### config.mk
export PLATFORM = sky130hd
export DESIGN_NAME = d_debounce_sync
export DESIGN_NICKNAME = d
export VERILOG_FILES = /design/src/rtl/d_debounce_sync.sv
export SDC_FILE = /design/constraint.sdc
export NUM_CORES = 1
export LEC_CHECK = 0
export ABC_AREA = 1
export ABC_CLOCK_PERIOD_IN_PS = 1610
export CORE_AREA = 4 4 41 43
export CTS_BUF_LIST = sky130_fd_sc_hd__clkbuf_4 sky130_fd_sc_hd__clkbuf_8
export DETAILED_ROUTE_END_ITERATION = 16
export DIE_AREA = 0 0 45 47
export GPL_TIMING_DRIVEN = 0
export SYNTH_ARGS = -nofsm -noshare
export SYNTH_HDL_FRONTEND = slang
export SYNTH_SLANG_ARGS = --single-unit
### constraint.sdc
create_clock -name clk -period 1.61 [get_ports clk]
set_clock_uncertainty 0.1 [all_clocks]
set_input_delay 0.4025 -clock clk [delete_from_list [all_inputs] [get_ports clk]]
set_output_delay 0.4025 -clock clk [all_outputs]
set_load 0.02 [all_outputs]
### src/rtl/d_debounce_sync.sv
// Conditions a raw asynchronous level into a synchronized, debounced level
// with single-cycle rise/fall pulses and a settling indicator.
module d_debounce_sync #(
    parameter int SYNC_STAGES     = 2,
    parameter int DEBOUNCE_CYCLES = 4
) (
    input  logic clk,
    input  logic rst,
    input  logic D,
    output logic q,
    output logic rise,
    output logic fall,
    output logic settling
);

    localparam int CNT_W = $clog2(DEBOUNCE_CYCLES + 1);
    localparam logic [CNT_W-1:0] CNT_LAST = CNT_W'(DEBOUNCE_CYCLES - 1);
    localparam logic [CNT_W-1:0] CNT_ONE  = CNT_W'(1);

    generate
        if (SYNC_STAGES < 2) begin : g_bad_sync
            $error("d_debounce_sync: SYNC_STAGES must be >= 2");
        end
        if (DEBOUNCE_CYCLES < 2) begin : g_bad_deb
            $error("d_debounce_sync: DEBOUNCE_CYCLES must be >= 2");
        end
    endgenerate

    typedef enum logic [1:0] {
        ST_LOW    = 2'd0,
        ST_CHK_HI = 2'd1,
        ST_HIGH   = 2'd2,
        ST_CHK_LO = 2'd3
    } state_t;

    logic [SYNC_STAGES-1:0] sync_q;
    logic [SYNC_STAGES-1:0] sync_d;
    logic                   d_sync;

    genvar gi;
    generate
        for (gi = 0; gi < SYNC_STAGES; gi++) begin : g_sync
            if (gi == 0) begin : g_first
                assign sync_d[gi] = D;
            end else begin : g_rest
                assign sync_d[gi] = sync_q[gi-1];
            end
        end
    endgenerate

    always_ff @(posedge clk) begin
        if (rst) begin
            sync_q <= '0;
        end else begin
            sync_q <= sync_d;
        end
    end

    assign d_sync = sync_q[SYNC_STAGES-1];

    state_t           state_q;
    logic [CNT_W-1:0] cnt_q;
    logic             q_q;
    logic             rise_q;
    logic             fall_q;
    logic             settling_q;

    // Pulses default low each cycle so they can only ever last one clock.
    always_ff @(posedge clk) begin
        if (rst) begin
            state_q    <= ST_LOW;
            cnt_q      <= '0;
            q_q        <= 1'b0;
            rise_q     <= 1'b0;
            fall_q     <= 1'b0;
            settling_q <= 1'b0;
        end else begin
            rise_q <= 1'b0;
            fall_q <= 1'b0;
            case (state_q)
                ST_LOW: begin
                    if (d_sync) begin
                        state_q    <= ST_CHK_HI;
                        cnt_q      <= CNT_ONE;
                        settling_q <= 1'b1;
                    end
                end
                ST_CHK_HI: begin
                    if (!d_sync) begin
                        state_q    <= ST_LOW;
                        cnt_q      <= '0;
                        settling_q <= 1'b0;
                    end else if (cnt_q == CNT_LAST) begin
                        state_q    <= ST_HIGH;
                        cnt_q      <= '0;
                        q_q        <= 1'b1;
                        rise_q     <= 1'b1;
                        settling_q <= 1'b0;
                    end else begin
                        cnt_q <= cnt_q + CNT_ONE;
                    end
                end
                ST_HIGH: begin
                    if (!d_sync) begin
                        state_q    <= ST_CHK_LO;
                        cnt_q      <= CNT_ONE;
                        settling_q <= 1'b1;
                    end
                end
                ST_CHK_LO: begin
                    if (d_sync) begin
                        state_q    <= ST_HIGH;
                        cnt_q      <= '0;
                        settling_q <= 1'b0;
                    end else if (cnt_q == CNT_LAST) begin
                        state_q    <= ST_LOW;
                        cnt_q      <= '0;
                        q_q        <= 1'b0;
                        fall_q     <= 1'b1;
                        settling_q <= 1'b0;
                    end else begin
                        cnt_q <= cnt_q + CNT_ONE;
                    end
                end
                default: begin
                    state_q    <= ST_LOW;
                    cnt_q      <= '0;
                    q_q        <= 1'b0;
                    settling_q <= 1'b0;
                end
            endcase
        end
    end

    assign q        = q_q;
    assign rise     = rise_q;
    assign fall     = fall_q;
    assign settling = settling_q;

endmodule

Word level (Yosys, flattened, before mapping)
Cells that the tools add are included.

Flip-flop bits (word level): 11. Output and inout bits: 4.

Add/subtract/negate cells: 1. Equality and inequality tests: 12. Muxes and demuxes: 25. Bitwise gates (word level): 3. Reduce and logical (&&, ||, !) cells: 7.

Operators with widths (count): $mux 3 (5); $mux 2 (6); $ne 2x2->1 const B (6); $pmux 3 s4 (1); $mux 1 (10); $pmux 2 s4 (1); $ne 3x3->1 const B (2); $reduce_or 3->1 (2); $reduce_and 5->1 (1); $eq 2x2->1 const B (2); $pmux 1 s4 (1); $reduce_and 4->1 (1); $add 3x1->3 const B (1); $eq 3x2->1 const B (1); $not 1->1 (3); $eq 2x1->1 const B (1); $logic_not 2->1 (1); $pmux 1 s2 (1); $reduce_and 2->1 (1); $reduce_bool 2->1 (1).

Depth between registers and ports, before layout
Word-level depth: 4. Mapped depth: 7. Gate-level depth less buffers: 7.

Worst setup path after synthesis
OpenSTA, ideal clock, no wires.

Path kind: register to register. Start: reg cnt_q[0]. End: reg cnt_q[0]. Setup time: 0.058 ns. Data arrival time: 0.977 ns. Data required time: 1.452 ns. Slack: 0.475 ns. Stages on the path, launching flop included: 6. Path buffers: 0. Period minus slack after synthesis: 1.135 ns. Path through: dfxtp_1 > ha_1 > nand2_1 > inv_1 > o21ai_0 > o211a_1.

Longest elaborated chain between the ends: 4.

RTL lines: start: declaration (RTL line 62) `logic [CNT_W-1:0] cnt_q;`; start signal: assignment (RTL line 100) `cnt_q <= cnt_q + CNT_ONE;`; start signal: assignment (RTL line 122) `cnt_q <= cnt_q + CNT_ONE;`; $add 3x1->3 / $eq 3x2->1 (equally long branches); $mux 3 * (RTL line 93, 115); $mux 3 (on tied branches) (RTL line 111, 89); $pmux 3 s4 * (RTL line 80) `case (state_q)`.

Mark *: on every way between the ends. The rest lies on a longest branch, timed or not. A chain may end at the register's enable or synchronous reset.

Final worst setup path
Start: reg settling_q (netlist: settling). End: out settling.

RTL lines: start: declaration (RTL line 66) `logic settling_q;`; start signal: assignment (RTL line 76) `settling_q <= 1'b0;`; start signal: assignment (RTL line 85) `settling_q <= 1'b1;`; start signal: assignment (RTL line 92) `settling_q <= 1'b0;`; end: declaration (RTL line 13) `output logic settling`.

No word-level cell between the ends.

==> results_dict.tcl <==
set metrics [dict create \
    status "completed" \
    worst_pin_slew_ns 0.225 \
    grt_pass1_vias 303 \
    synthesis.nets 55 \
    p_leak_nw 0.233 \
    worstSetupPathType "reg -> out" \
    post_drt_wl_per_cell_um 9.21 \
    synth_area_um2 420 \
    clock_path_buffers 2 \
    port_buffers 5 \
    drv_cap 0 \
    ys_types 16 \
    r2r_slack_ns 0.38 \
    synth_area_leaders "dfxtp_1 (52%), nand2_1 (8.0%), inv_1 (7.1%), a21oi_1 (4.8%), o21ai_0 (3.6%)" \
    yosys.area.top_type "dfxtp_1" \
    power.density_nw_per_um2 990 \
    hold_buffers 0 \
    die_w_um 45 \
    syn_inst 51 \
    antenna_cells_inserted 0 \
    arrival_ns 0.93 \
    track_usage_pct 8.88 \
    core_area_um2 1300 \
    crit_chain "dlygate4sd2_1" \
    clk_pin_slew_ns 0.07 \
    num_vias 336 \
    timing.fmax_ghz 0.698 \
    end_kind "output pin" \
    ys_ff_latch 11 \
    post-route-util_pct 39.5 \
    final.setup.worst_slack_ns 0.177 \
    wirelength_um 691 \
    dp_hpwl_um 500 \
    crit_buf_inv 1 \
    antenna_found_initial 0 \
    antenna_left 0 \
    ys_warn_count 0 \
    drc_errors 0 \
    synth_top_area_share_pct 52.4 \
    slowest_stage "dfxtp_1" \
    worst_hold_slack_ns 0.291 \
    crit_path_max_fanout 2 \
    dieArea_um2 2120 \
    rsz0062_at_grt "no" \
    slew_headroom_pct 85.0 \
    nets 65 \
    cts_buffers 3 \
    drive_gt1_share_pct 13.3 \
    grt_max_degree 9 \
    syn_to_final_growth_pct 22.3 \
    finalCritPeriodShare_pct 89.0 \
    final-max-slew-violation-count 0 \
    cpPeakStageDelay_ns 0.33 \
    post-cts-setup-buffers 0 \
    syn_area_per_cell_um2 8.24 \
    hold_class "in -> reg" \
    synth_seq_area_share_pct 52.4 \
    row_count 13 \
    overflow 0 \
    hold_viol_final 0 \
    dr.pass1.iters 3 \
    ctsResizeCount 4 \
    h-tree-depth 1 \
    clock_latency_ns 0.27 \
    path_delay_family "flip-flops" \
    cts_tree "yes" \
    initial_core_util_pct 32.3 \
    irDropWorstVdd_uv 454 \
    grt_pass1_wl_um 1240 \
    first_iter_violations 4 \
    routabilityCongestion 0.747 \
    min_period_ns 1.43 \
    cp.required_ns 1.11 \
    die_h_um 47 \
    clock_sinks 11 \
    ios 7 \
    vias_per_cell 4.48 \
    cts_root_buffer "clkbuf_4" \
    critPathLaunchType "register" \
    finalSetupTns_ns 0 \
    setup_viol_count_final 0 \
    dp_slack_ns 0.198 \
]
worst register-to-register path: stages (launching register included):
cell and delay (ns):
dfxtp_1 0.32, ha_1 0.21, nand2_1 0.18, inv_1 0.08, o21ai_0 0.14, o211a_1 0.16
cell usage in the layout (no fill, tap or decap):
cell type / n
a21oi_1: 4
buf_2: 1
clkbuf_4: 4
clkdlybuf4s50_1: 1
dfxtp_1: 11
dlygate4sd2_1: 4
ha_1: 1
inv_1: 8
nand2_1: 9
nand2_2: 2
nand3_1: 2
nand4_1: 2
nor2_1: 3
nor3_1: 1
nor3_2: 1
o211a_1: 1
o21ai_0: 3
o21ai_1: 1
o21bai_1: 1
path summary, 6_finish.rpt:
path	to	depth (start not counted)	startpoint
worst min-delay path	settling	2	rst
worst min register to register	sync_q[1]	2	sync_q[0]
worst max-delay path	settling	1	settling
worst max register to register	cnt_q[0]	5	cnt_q[0]
cell families after synthesis:
family	after synthesis	share of synthesized area, %
and+or+nand+nor	20	22.6
adders and majority gates	1	2.98
buffers and inverters	9	8.33
DFF	11	52.4
AOI/OAI and AO/OA	10	13.7
metal layers:
metal  vias up  part of all wire, %  global-route usage, %
met3         4                  6.5                   3.45
met2         9                   36                   10.5
li1        182                    -                      -
met4         0                  4.3                   10.5
met1       141                   53                   11.0
met5         -                    0                      0
power by group:
part / switching, W / leakage [nW] / internal [W] / total (W)
sequential: 0.00000400 / 0.0894 / 0.000278 / 0.000282
combinational: 0.0000144 / 0.125 / 0.0000105 / 0.0000248
clock: 0.0000896 / 0.0184 / 0.000113 / 0.000203
state kept, by name (all words and copies together) (netlist names), named ones only:
| signal | cells |
|---|---|
| settling | 1 |
| q | 1 |
| sync_q | 2 |
| rise | 1 |
| state_q | 1 |
| fall | 1 |
| cnt_q | 3 |
synth_stat cells:
cell / instances
o21ai_0: 3
nor3_2: 1
o211a_1: 1
nand3_1: 2
nand4_1: 2
nor2_1: 3
a21oi_1: 4
nand2_1: 9
ha_1: 1
o21bai_1: 1
inv_1: 8
nand2_2: 2
nor3_1: 1
buf_2: 1
dfxtp_1: 11
o21ai_1: 1
layout make-up:
| class | count | area, um^2 |
|---|---|---|
| repair buffers | 5 | 45.0 |
| well taps | 15 | 18.8 |
| plain buffers | 1 | 5.00 |
| clock buffers | 4 | 30.0 |
| fillers | 152 | 787 |
| inverters | 8 | 30.0 |
| multi-input cells | 31 | 165 |
| flip-flops and latches | 11 | 220 |
stage by stage:
step | power, W | cells | area (um^2)
3_3_place_gp | 0.000314 | 71 | 489
5_1_grt | 0.000543 | 75 | 514
6_report | 0.000509 | 75 | 514
2_1_floorplan | 0.000305 | 51 | 420
4_1_cts | 0.000521 | 75 | 514
3_5_place_dp | 0.000314 | 71 | 489
Power figures use the tool's default switching activity.
